**src/rtl/aes_ctrl_pkg.sv**
```systemverilog
// Shared types for the AES decryption-core arbiter: controller states,
// requester id and block width.
package aes_ctrl_pkg;

   localparam int AES_W = 128;

   typedef enum logic [1:0] {
      IDLE,
      RUN,
      RESP,
      RELEASE
   } state_t;

   typedef logic             owner_t;
   typedef logic [AES_W-1:0] block_t;

endpackage

```
**src/rtl/rr_arbiter2.sv**
```systemverilog
// Two-way round-robin arbiter; a tie goes to the requester that did not win
// the last accepted grant.
module rr_arbiter2
   import aes_ctrl_pkg::*;
(
   input  logic       clk,
   input  logic       rst_n,
   input  logic [1:0] i_req,
   input  logic       i_accept,
   output logic [1:0] o_grant,
   output owner_t     o_grant_id
);

   owner_t r_last;

   always_comb begin
      // NOTE: every output gets a default first, so no latch is inferred.
      o_grant    = 2'b00;
      o_grant_id = 1'b0;
      case (i_req)
         2'b01: begin
            o_grant    = 2'b01;
            o_grant_id = 1'b0;
         end
         2'b10: begin
            o_grant    = 2'b10;
            o_grant_id = 1'b1;
         end
         2'b11: begin
            o_grant_id = ~r_last;
            o_grant    = r_last ? 2'b01 : 2'b10;
         end
         default: ;
      endcase
   end

   always_ff @(posedge clk or negedge rst_n) begin
      if (!rst_n) begin
         r_last <= 1'b1;
      end else if (i_accept) begin
         r_last <= o_grant_id;
      end
   end

endmodule

```
**src/rtl/aes_dec_arbiter.sv**
```systemverilog
// Shares one AES decryption core between two valid/ready requesters: grants,
// sequences the core start/done levels, returns plaintext and recovers hangs.
module aes_dec_arbiter
   import aes_ctrl_pkg::*;
#(
   parameter int TIMEOUT    = 255,
   parameter int REL_CYCLES = 2
) (
   input  logic         clk,
   input  logic         RESET_N,
   input  logic         req0_valid,
   output logic         req0_ready,
   input  logic [127:0] req0_key,
   input  logic [127:0] req0_msg,
   input  logic         req1_valid,
   output logic         req1_ready,
   input  logic [127:0] req1_key,
   input  logic [127:0] req1_msg,
   output logic         resp0_valid,
   input  logic         resp0_ready,
   output logic [127:0] resp0_data,
   output logic         resp0_err,
   output logic         resp1_valid,
   input  logic         resp1_ready,
   output logic [127:0] resp1_data,
   output logic         resp1_err,
   output logic         AES_START,
   output logic [127:0] AES_KEY,
   output logic [127:0] AES_MSG_ENC,
   input  logic         AES_DONE,
   input  logic [127:0] AES_MSG_DEC,
   output logic         AES_RESET,
   output logic         busy
);

   localparam int WD_W  = $clog2(TIMEOUT + 1);
   localparam int REL_W = $clog2(REL_CYCLES + 1);

   state_t           r_state;
   owner_t           r_owner;
   block_t           r_key;
   block_t           r_msg;
   block_t           r_data;
   logic             r_err;
   logic [1:0]       r_resp_valid;
   logic             r_start;
   logic             r_aes_reset;
   logic [WD_W-1:0]  r_wdog;
   logic [REL_W-1:0] r_rel;

   logic [1:0]       w_grant;
   owner_t           w_grant_id;
   logic             w_accept;
   logic             w_resp_hs;
   logic [WD_W-1:0]  w_wdog_next;

   rr_arbiter2 u_arb (
      .clk        (clk),
      .rst_n      (RESET_N),
      .i_req      ({req1_valid, req0_valid}),
      .i_accept   (w_accept),
      .o_grant    (w_grant),
      .o_grant_id (w_grant_id)
   );

   assign w_accept    = (r_state == IDLE) && (|w_grant);
   assign w_resp_hs   = |(r_resp_valid & {resp1_ready, resp0_ready});
   assign w_wdog_next = r_wdog + 1'b1;

   always_ff @(posedge clk or negedge RESET_N) begin
      if (!RESET_N) begin
         r_state      <= IDLE;
         r_owner      <= 1'b0;
         r_key        <= '0;
         r_msg        <= '0;
         r_data       <= '0;
         r_err        <= 1'b0;
         r_resp_valid <= 2'b00;
         r_start      <= 1'b0;
         r_aes_reset  <= 1'b1;
         r_wdog       <= '0;
         r_rel        <= '0;
      end else begin
         // Core reset is a one-cycle pulse: held over reset release, or after an abort.
         r_aes_reset <= 1'b0;
         case (r_state)
            IDLE: begin
               if (w_accept) begin
                  r_key   <= w_grant_id ? req1_key : req0_key;
                  r_msg   <= w_grant_id ? req1_msg : req0_msg;
                  r_owner <= w_grant_id;
                  r_wdog  <= '0;
                  r_start <= 1'b1;
                  r_state <= RUN;
               end
            end
            RUN: begin
               r_wdog <= w_wdog_next;
               if (AES_DONE) begin
                  r_data                <= AES_MSG_DEC;
                  r_err                 <= 1'b0;
                  r_start               <= 1'b0;
                  r_resp_valid[r_owner] <= 1'b1;
                  r_state               <= RESP;
               end else if (w_wdog_next == WD_W'(TIMEOUT)) begin
                  r_data                <= '0;
                  r_err                 <= 1'b1;
                  r_aes_reset           <= 1'b1;
                  r_start               <= 1'b0;
                  r_resp_valid[r_owner] <= 1'b1;
                  r_state               <= RESP;
               end
            end
            RESP: begin
               if (w_resp_hs) begin
                  r_resp_valid <= 2'b00;
                  r_rel        <= '0;
                  r_state      <= RELEASE;
               end
            end
            RELEASE: begin
               if (r_rel == REL_W'(REL_CYCLES - 1)) begin
                  r_state <= IDLE;
               end else begin
                  r_rel <= r_rel + 1'b1;
               end
            end
            default: r_state <= IDLE;
         endcase
      end
   end

   assign req0_ready  = (r_state == IDLE) && w_grant[0];
   assign req1_ready  = (r_state == IDLE) && w_grant[1];

   assign resp0_valid = r_resp_valid[0];
   assign resp0_data  = r_resp_valid[0] ? r_data : '0;
   assign resp0_err   = r_resp_valid[0] & r_err;
   assign resp1_valid = r_resp_valid[1];
   assign resp1_data  = r_resp_valid[1] ? r_data : '0;
   assign resp1_err   = r_resp_valid[1] & r_err;

   assign AES_START   = r_start;
   assign AES_KEY     = r_key;
   assign AES_MSG_ENC = r_msg;
   assign AES_RESET   = r_aes_reset;
   assign busy        = (r_state != IDLE);

endmodule

```
**config.mk**
```make
export PLATFORM = sky130hd
export DESIGN_NAME = aes_dec_arbiter
export DESIGN_NICKNAME = d
export VERILOG_FILES = /design/src/rtl/aes_ctrl_pkg.sv /design/src/rtl/rr_arbiter2.sv /design/src/rtl/aes_dec_arbiter.sv
export SDC_FILE = /design/constraint.sdc
export NUM_CORES = 1
export LEC_CHECK = 0
export CAP_MARGIN = 10
export CORE_AREA = 2 2 453 455
export DETAILED_ROUTE_END_ITERATION = 10
export DIE_AREA = 0 0 455 457
export PLACE_DENSITY = 0.38
export RECOVER_POWER = 50
export SLEW_MARGIN = 5
export SYNTH_ARGS = -nofsm -noshare
export SYNTH_HDL_FRONTEND = slang
export SYNTH_SLANG_ARGS = --single-unit
```
**constraint.sdc**
```tcl
create_clock -name clk -period 4.4 [get_ports clk]
set_clock_uncertainty 0.15 [all_clocks]
set_input_delay 0.44 -clock clk [delete_from_list [all_inputs] [get_ports clk]]
set_output_delay 0.44 -clock clk [all_outputs]
set_load 0.05 [all_outputs]
```
==> results.py, run 1 <==
metrics = {
    "min_path": {
        "hp-class": "input pin to flop",
        "holdCritStartpoint": "AES_MSG_DEC[13]",
    },
    "sta": {
        "max_freq_mhz": 280,
        "fin_setup_tns_ns": 0,
        "finalHoldViolations": 0,
        "max_slew.worst_pin.slew_ns": 2.61,
        "pnr_worst_setup_slack_ns": 0.823,
        "rsz0062_at_grt": "no",
        "drv_slew": 122,
        "period_needed_ns": 3.58,
        "slew_headroom_pct": -73.8,
        "final.period_utilization_pct": 81.3,
        "final-setup-viol-count": 0,
        "hold-worst-slack_ns": 0.226,
    },
    "clock_network": {
        "cts-hold-fix-buffers": 1,
        "tritoncts_num_sinks": 403,
        "clk_pin_slew_ns": 0.06,
        "clock_latency_at_the_later_pin_of_the_worst_skew_pair_ns": 0.68,
        "cts_resized": 0,
        "cts-root-to-sink-buffers": 3,
        "cts_made_buffers": 55,
        "clock_tree_from_tritoncts": "done",
        "cts_setup_buffers": 0,
        "htreeDepth": 2,
        "cts_root_buf": "sky130_fd_sc_hd__clkbuf_16",
    },
    "global_route": {
        "grt_remaining_overflow": 0,
        "first_global_vias": 18100,
        "grt_start_max_net_pins": 192,
        "grt_util_all_layers_pct": 11.5,
        "grt_first_pass_wirelength_um": 164000,
        "grt_antenna_before_repair": 73,
    },
    "power": {
        "internal_power_uw": 13000,
        "static-leakage-power_uw": 0.0145,
        "power.ir.vdd_worst_v": 0.000359,
        "power.density_cell_area_nw_per_um2": 743,
        "swShare_pct": 50.8,
        "seq_power_share_pct": 26.7,
        "share_clk_of_total_power_pct": 17.6,
        "design_power_total_uw": 26400,
        "power.switching_uw": 13400,
        "pwr-share-comb_pct": 55.7,
    },
    "place": {
        "detailed_place_hpwl_um": 102000,
        "preCtsSetupSlack_ns": 1.22,
        "buffer_ports.inserted": 1167,
        "routabilityCongestion": 0.873,
    },
    "synthesis": {
        "synth_seq_area_share_pct": 53.3,
        "synthesized_net_count": 2457,
        "synth_area_per_cell_sq_um": 10.5,
        "synthDistinctLibCells": 41,
        "synth.ff_latch_count": 403,
        "netlist_instances": 1803,
        "synth_top_area_cell": "sky130_fd_sc_hd__dfrtp_1",
        "synthTopCellsByCount": "sky130_fd_sc_hd__dfrtp_1 (401), sky130_fd_sc_hd__o21ai_0 (269), sky130_fd_sc_hd__nand2_1 (267)",
        "synth_largest_type_area_fraction_pct": 53.0,
        "synthArstFlopShare_pct": 100,
        "synth-main-ff-cell": "sky130_fd_sc_hd__dfrtp_1",
        "synth_edf_count": 0,
        "synthTopCellsByArea": "sky130_fd_sc_hd__dfrtp_1 (53%), sky130_fd_sc_hd__mux2i_1 (14%), sky130_fd_sc_hd__and2_1 (8.6%), sky130_fd_sc_hd__o21ai_0 (7.1%), sky130_fd_sc_hd__a22o_1 (6.0%)",
        "synthMostInstantiatedCell": "sky130_fd_sc_hd__dfrtp_1",
        "synth-warning-count": 0,
        "synth.cell_area_sq_um": 18900,
    },
    "worst_setup_path": {
        "crit_path_start_kind": "flop",
        "worstSetupEndpointType": "output port",
        "crit_family": "buffers and inverters",
        "cp_slowest_cell": "sky130_fd_sc_hd__dfrtp_4",
        "crit_path_max_fanout": 100,
        "crit-reg2reg-launch": "r_state[0]",
        "worst_ep_required_time_ns": 3.81,
        "setup_crit_path_kind": "flop to output port",
        "cp.buffers_inverters": 2,
        "cell_breakdown_of_the_critical_path": "buf_4 -> and2_1 -> clkdlybuf4s50_1",
        "cpPeakStageDelay_ns": 1.01,
        "timing.critical_path.arrival_ns": 2.99,
        "timing.critical_path.from": "r_resp_valid[0]",
    },
    "drt": {
        "route.final.wire_length_um": 124000,
        "drc_marker_count_from_the_first_detailed_route_iteration": 866,
        "dr_total_vias": 18200,
        "drt.antenna.violating_nets": 0,
        "post_drt_via_cell_ratio": 3.21,
        "drc_errors_left": 0,
        "average_wire_per_standard_cell_um": 22.0,
        "drtPass1Iterations": 5,
    },
    "outcome": {
        "outcome": "finished, violations left",
        "failing_checks": "max-capacitance violations, max-slew violations",
    },
    "floorplanning": {
        "die_y_um": 457,
        "die-width_um": 455,
        "dieArea_sq_um": 208000,
        "fp.coreArea_sq_um": 203000,
        "ioPinCount": 1168,
        "core.rowCount": 166,
        "start_util_pct": 9.31,
    },
    "final_layout": {
        "num-nets-final": 3568,
        "final-seq-area_sq_um": 10100,
        "layout_area_growth_over_synthesis_pct": 87.7,
        "multi_input_area_sq_um": 8170,
        "filler_cell_count": 22700,
        "final_layout_size_suffix_gt1_share_pct": 3.99,
    },
    "run": {
        "max_cap_violations": 2,
    },
}
## placed cells by master, fill, tap and decap left out, types with 3 or more instances in the layout
cell,instances
sky130_fd_sc_hd__inv_1,8
sky130_fd_sc_hd__nor3_1,3
sky130_fd_sc_hd__a22o_1,130
sky130_fd_sc_hd__a21o_1,3
sky130_fd_sc_hd__diode_2,17
sky130_fd_sc_hd__nand3_1,7
sky130_fd_sc_hd__mux2i_1,257
sky130_fd_sc_hd__clkbuf_16,55
sky130_fd_sc_hd__and2_1,259
sky130_fd_sc_hd__nand2_1,267
sky130_fd_sc_hd__clkbuf_8,16
sky130_fd_sc_hd__clkinv_2,7
sky130_fd_sc_hd__clkbuf_2,6
sky130_fd_sc_hd__buf_4,5
sky130_fd_sc_hd__nand2b_1,4
sky130_fd_sc_hd__clkdlybuf4s50_1,1067
sky130_fd_sc_hd__buf_12,11
sky130_fd_sc_hd__a21oi_1,3
sky130_fd_sc_hd__dlygate4sd3_1,100
sky130_fd_sc_hd__dfrtp_1,399
sky130_fd_sc_hd__ha_1,7
sky130_fd_sc_hd__and3_1,3
sky130_fd_sc_hd__nor2_1,7
sky130_fd_sc_hd__o2bb2ai_1,3
sky130_fd_sc_hd__o21ai_0,269
sky130_fd_sc_hd__clkbuf_1,28
## worst register-to-register path: cells and delay by family, from the launching register on
family          cells  cell delay, ns
compound gates      2            0.58
fa+ha+maj           1            0.32
buf+inv             3            1.81
flops               1            0.37
## layer usage
layer	GRT usage [%]	wire length, um	share of wire, %	vias to the layer above
li1	-	-	-	8474
met1	13.1	48600	39	8711
met2	19.3	60500	49	787
met3	4.46	11500	9.3	190
met4	3.93	3460	2.8	46
met5	0	288	0.23	-
## power by group through the flow
stage	clock network, uW	logic (uW)	registers (uW)
4_1_cts	4880	15100	7140
3_5_place_dp	0	15100	7180
5_1_grt	4980	15500	7320
6_report	4640	14700	7040
2_1_floorplan	0	5580	10200
3_3_place_gp	0	15100	7170
## worst paths after layout
check | end | slack [ns] | cells after the start
max | resp0_data[16] | 0.82 | 3
min | r_data[13] | 0.23 | 2
max reg2reg | AES_MSG_ENC[66] | 0.94 | 6
min reg2reg | AES_KEY[101] | 0.32 | 2
max in group asynchronous | r_data[86] | 0.99 | 3
min in group asynchronous | r_data[22] | 0.97 | 2
## stage by stage
step / util [%] / cell area [sq um] / std cells
after floorplan: - / 18900 / 1803
after global placement: 16.6 / 33700 / 5544
after detailed placement: 16.6 / 33700 / 5544
after CTS: 17.5 / 35600 / 5647
after global routing: 17.5 / 35500 / 5658
final: 17.5 / 35600 / 5664
## final cells by class
| class | instances | share of cell area, % |
|---|---|---|
| antenna | 17 | 0.120 |
| clock buffer | 88 | 4.67 |
| clock inverter | 14 | 0.510 |
| inverter | 8 | 0.0845 |
| multi-input combinational | 1246 | 23.0 |
| sequential | 403 | 28.4 |
| tap | 2688 | 9.46 |
| timing repair buffer | 1200 | 33.8 |
## logic make-up after synthesis
kind of cell               share of synthesized area, %
and+or+nand+nor                                    14.8
buffers and inverters                              3.70
xor gates and xnor gates                          0.185
muxes                                              13.6
AOI/OAI and AO/OA                                  14.0
DFF                                                53.3
adders and majority gates                         0.463
## sequential cells by signal, summed over array words and instances (netlist names)
register and cells:
r_err 1, AES_KEY 128, AES_START 1, AES_MSG_ENC 128
r_state 2, u_arb.r_last 1, r_wdog 8, r_rel 2
r_data 128, AES_RESET 1, r_resp_valid 2, r_owner 1
Note: power is estimated with default switching activity, not from simulation.
==> run 2: changes to the inputs <==
--- a/config.mk
+++ b/config.mk
@@ -6,9 +6,9 @@
 export NUM_CORES = 1
 export LEC_CHECK = 0
 export CAP_MARGIN = 10
-export CORE_AREA = 2 2 453 455
+export CORE_AREA = 2 2 457 459
 export DETAILED_ROUTE_END_ITERATION = 10
-export DIE_AREA = 0 0 455 457
+export DIE_AREA = 0 0 459 461
 export PLACE_DENSITY = 0.38
 export RECOVER_POWER = 50
 export SLEW_MARGIN = 5
==> constraint.sdc (replaced) <==
create_clock -name clk -period 3.5 [get_ports clk]
set_clock_uncertainty 0.15 [all_clocks]
set_input_delay 0.35 -clock clk [delete_from_list [all_inputs] [get_ports clk]]
set_output_delay 0.35 -clock clk [all_outputs]
set_load 0.05 [all_outputs]
==> run 2 against run 1 <==
The flow still finishes with violations (max-capacitance violations, max-slew violations). Wire length rose by 1.7%. Die area rose by 1.8%. Sequential power rose by 28%. Register-to-register slack got worse by 0.62 ns. Critical path depth did not move. Largest cell class unchanged. Global-route usage barely moved. Worst hold slack got worse by 0.091 ns. Clock-buffer cell count fell by 8.
==> results.py, run 2 (synthesis results as in run 1) <==
metrics = {
    "outcome": {
        "outcome": "finished, violations left",
        "failing_checks": "max-capacitance violations, max-slew violations",
    },
    "drt": {
        "average_wire_per_standard_cell_um": 22.1,
        "route.final.wire_length_um": 127000,
        "dr_total_vias": 18400,
        "drt.antenna.violating_nets": 0,
        "drtPass1Iterations": 5,
        "post_drt_via_cell_ratio": 3.22,
        "drc_errors_left": 0,
        "drc_marker_count_from_the_first_detailed_route_iteration": 812,
    },
    "clock_network": {
        "clock_tree_from_tritoncts": "done",
        "clock_latency_at_the_later_pin_of_the_worst_skew_pair_ns": 0.67,
        "clk_pin_slew_ns": 0.06,
        "tritoncts_num_sinks": 403,
        "htreeDepth": 2,
        "cts_root_buf": "sky130_fd_sc_hd__clkbuf_16",
        "cts-root-to-sink-buffers": 3,
        "cts_made_buffers": 56,
    },
    "power": {
        "design_power_total_uw": 33900,
        "power.density_cell_area_nw_per_um2": 944,
        "swShare_pct": 50.2,
        "internal_power_uw": 16900,
        "pwr-share-comb_pct": 55.7,
        "static-leakage-power_uw": 0.0146,
        "seq_power_share_pct": 26.6,
        "share_clk_of_total_power_pct": 17.8,
        "power.ir.vdd_worst_v": 0.000411,
        "power.switching_uw": 17000,
    },
    "floorplanning": {
        "core.rowCount": 167,
        "dieArea_sq_um": 212000,
        "start_util_pct": 9.17,
        "die_y_um": 461,
        "die-width_um": 459,
        "fp.coreArea_sq_um": 206000,
        "ioPinCount": 1168,
    },
    "final_layout": {
        "post_layout_nonfiller_instances": 5723,
        "mostFrequentLayoutCell": "sky130_fd_sc_hd__clkdlybuf4s50_1",
        "multi_input_area_sq_um": 8160,
        "final_layout_size_suffix_gt1_share_pct": 5.14,
        "num-nets-final": 3607,
        "filler_cell_count": 23100,
        "final-seq-area_sq_um": 10100,
        "layout_area_growth_over_synthesis_pct": 89.6,
        "layout_common_cells": "sky130_fd_sc_hd__clkdlybuf4s50_1 (1165), sky130_fd_sc_hd__dfrtp_1 (399), sky130_fd_sc_hd__o21ai_0 (270), sky130_fd_sc_hd__nand2_1 (267), sky130_fd_sc_hd__and2_1 (259)",
    },
    "sta": {
        "rsz0062_at_grt": "no",
        "finalHoldViolations": 0,
        "fin_setup_tns_ns": 0,
        "period_needed_ns": 3.34,
        "max_freq_mhz": 299,
        "final.period_utilization_pct": 95.4,
        "slew_headroom_pct": -83.5,
        "max_slew.worst_pin.slew_ns": 2.75,
        "final-setup-viol-count": 0,
        "drv_slew": 75,
    },
    "global_route": {
        "first_global_vias": 18600,
        "grt_remaining_overflow": 0,
        "grt_start_max_net_pins": 115,
        "grt_util_all_layers_pct": 11.4,
        "grt_first_pass_wirelength_um": 167000,
        "grt_antenna_before_repair": 71,
    },
    "place": {
        "dp_cells": 5597,
        "buffer_ports.inserted": 1167,
        "detailed_place_hpwl_um": 105000,
        "routabilityCongestion": 0.845,
    },
    "worst_setup_path": {
        "worstSetupEndpointType": "output port",
        "setup_crit_path_kind": "flop to output port",
        "timing.critical_path.arrival_ns": 2.84,
        "worst_ep_required_time_ns": 3.00,
        "crit_path_start_kind": "flop",
        "crit_path_max_fanout": 37,
    },
    "min_path": {
        "hp-class": "input pin to flop",
    },
    "run": {
        "max_cap_violations": 1,
    },
}
[run 2: per-layer routing]
layer	share of wire, %	GRT usage, %	wire (um)	vias to the layer above
li1	-	-	-	8576
met1	39	13.1	49600	8678
met2	47	19.0	59100	928
met3	11	5.18	14000	197
met4	2.8	3.38	3600	42
met5	0.21	0	265	-
[run 2: power groups by stage]
stage / clock [uW] / sequential, uW / combinational [uW]
after CTS: 6310 / 9130 / 19200
after floorplan: 0 / 12900 / 7020
after global placement: 0 / 9200 / 19100
after detailed placement: 0 / 9210 / 19100
after global routing: 6450 / 9330 / 19900
final: 6030 / 9000 / 18900
[run 2: final cells by class]
class	instances	area share, %
clock inverter	22	0.875
inverter	8	0.0836
timing repair buffer	1238	34.2
antenna	22	0.153
sequential	403	28.1
multi-input combinational	1246	22.7
tap	2704	9.42
clock buffer	80	4.46
[run 2: worst paths after layout]
path | cells after the start | endpoint | slack (ns) | start
worst max register to register | 5 | AES_KEY[64] | 0.32 | u_arb.r_last
worst min-delay path | 2 | r_data[26] | 0.14 | AES_MSG_DEC[26]
worst max-delay path | 3 | resp1_data[95] | 0.16 | r_resp_valid[1]
max in group asynchronous | 3 | AES_KEY[70] | 0.48 | RESET_N
min in group asynchronous | 2 | r_data[8] | 0.94 | RESET_N
worst min register to register | 2 | AES_MSG_ENC[114] | 0.32 | AES_MSG_ENC[114]
[run 2: critical path, cell delays in order (launching register included)]
cell,delay (ns)
sky130_fd_sc_hd__dfrtp_4,0.72
sky130_fd_sc_hd__buf_12,0.25
sky130_fd_sc_hd__and2_1,0.27
sky130_fd_sc_hd__clkdlybuf4s50_1,0.87
[run 2: through the flow]
stage	util [%]	area (sq um)	worst slack [ns]	hold slack, ns
3_3_place_gp	16.5	34100	0.760	0.309
5_1_grt	17.4	35900	0.0181	0.0656
4_1_cts	17.4	36000	0.0272	0.0344
2_1_floorplan	-	18900	1.19	-0.0956
6_report	17.4	35900	0.160	0.135
3_5_place_dp	16.5	34100	0.764	0.319
[run 2: repair_timing]
action | in CTS | in global routing
hold buffers | 1 | 0
gates resized for setup | 0 | 0
buffers inserted | 1 | 0
setup endpoints to repair | 27 | 0
hold endpoints to repair | 57 | 0
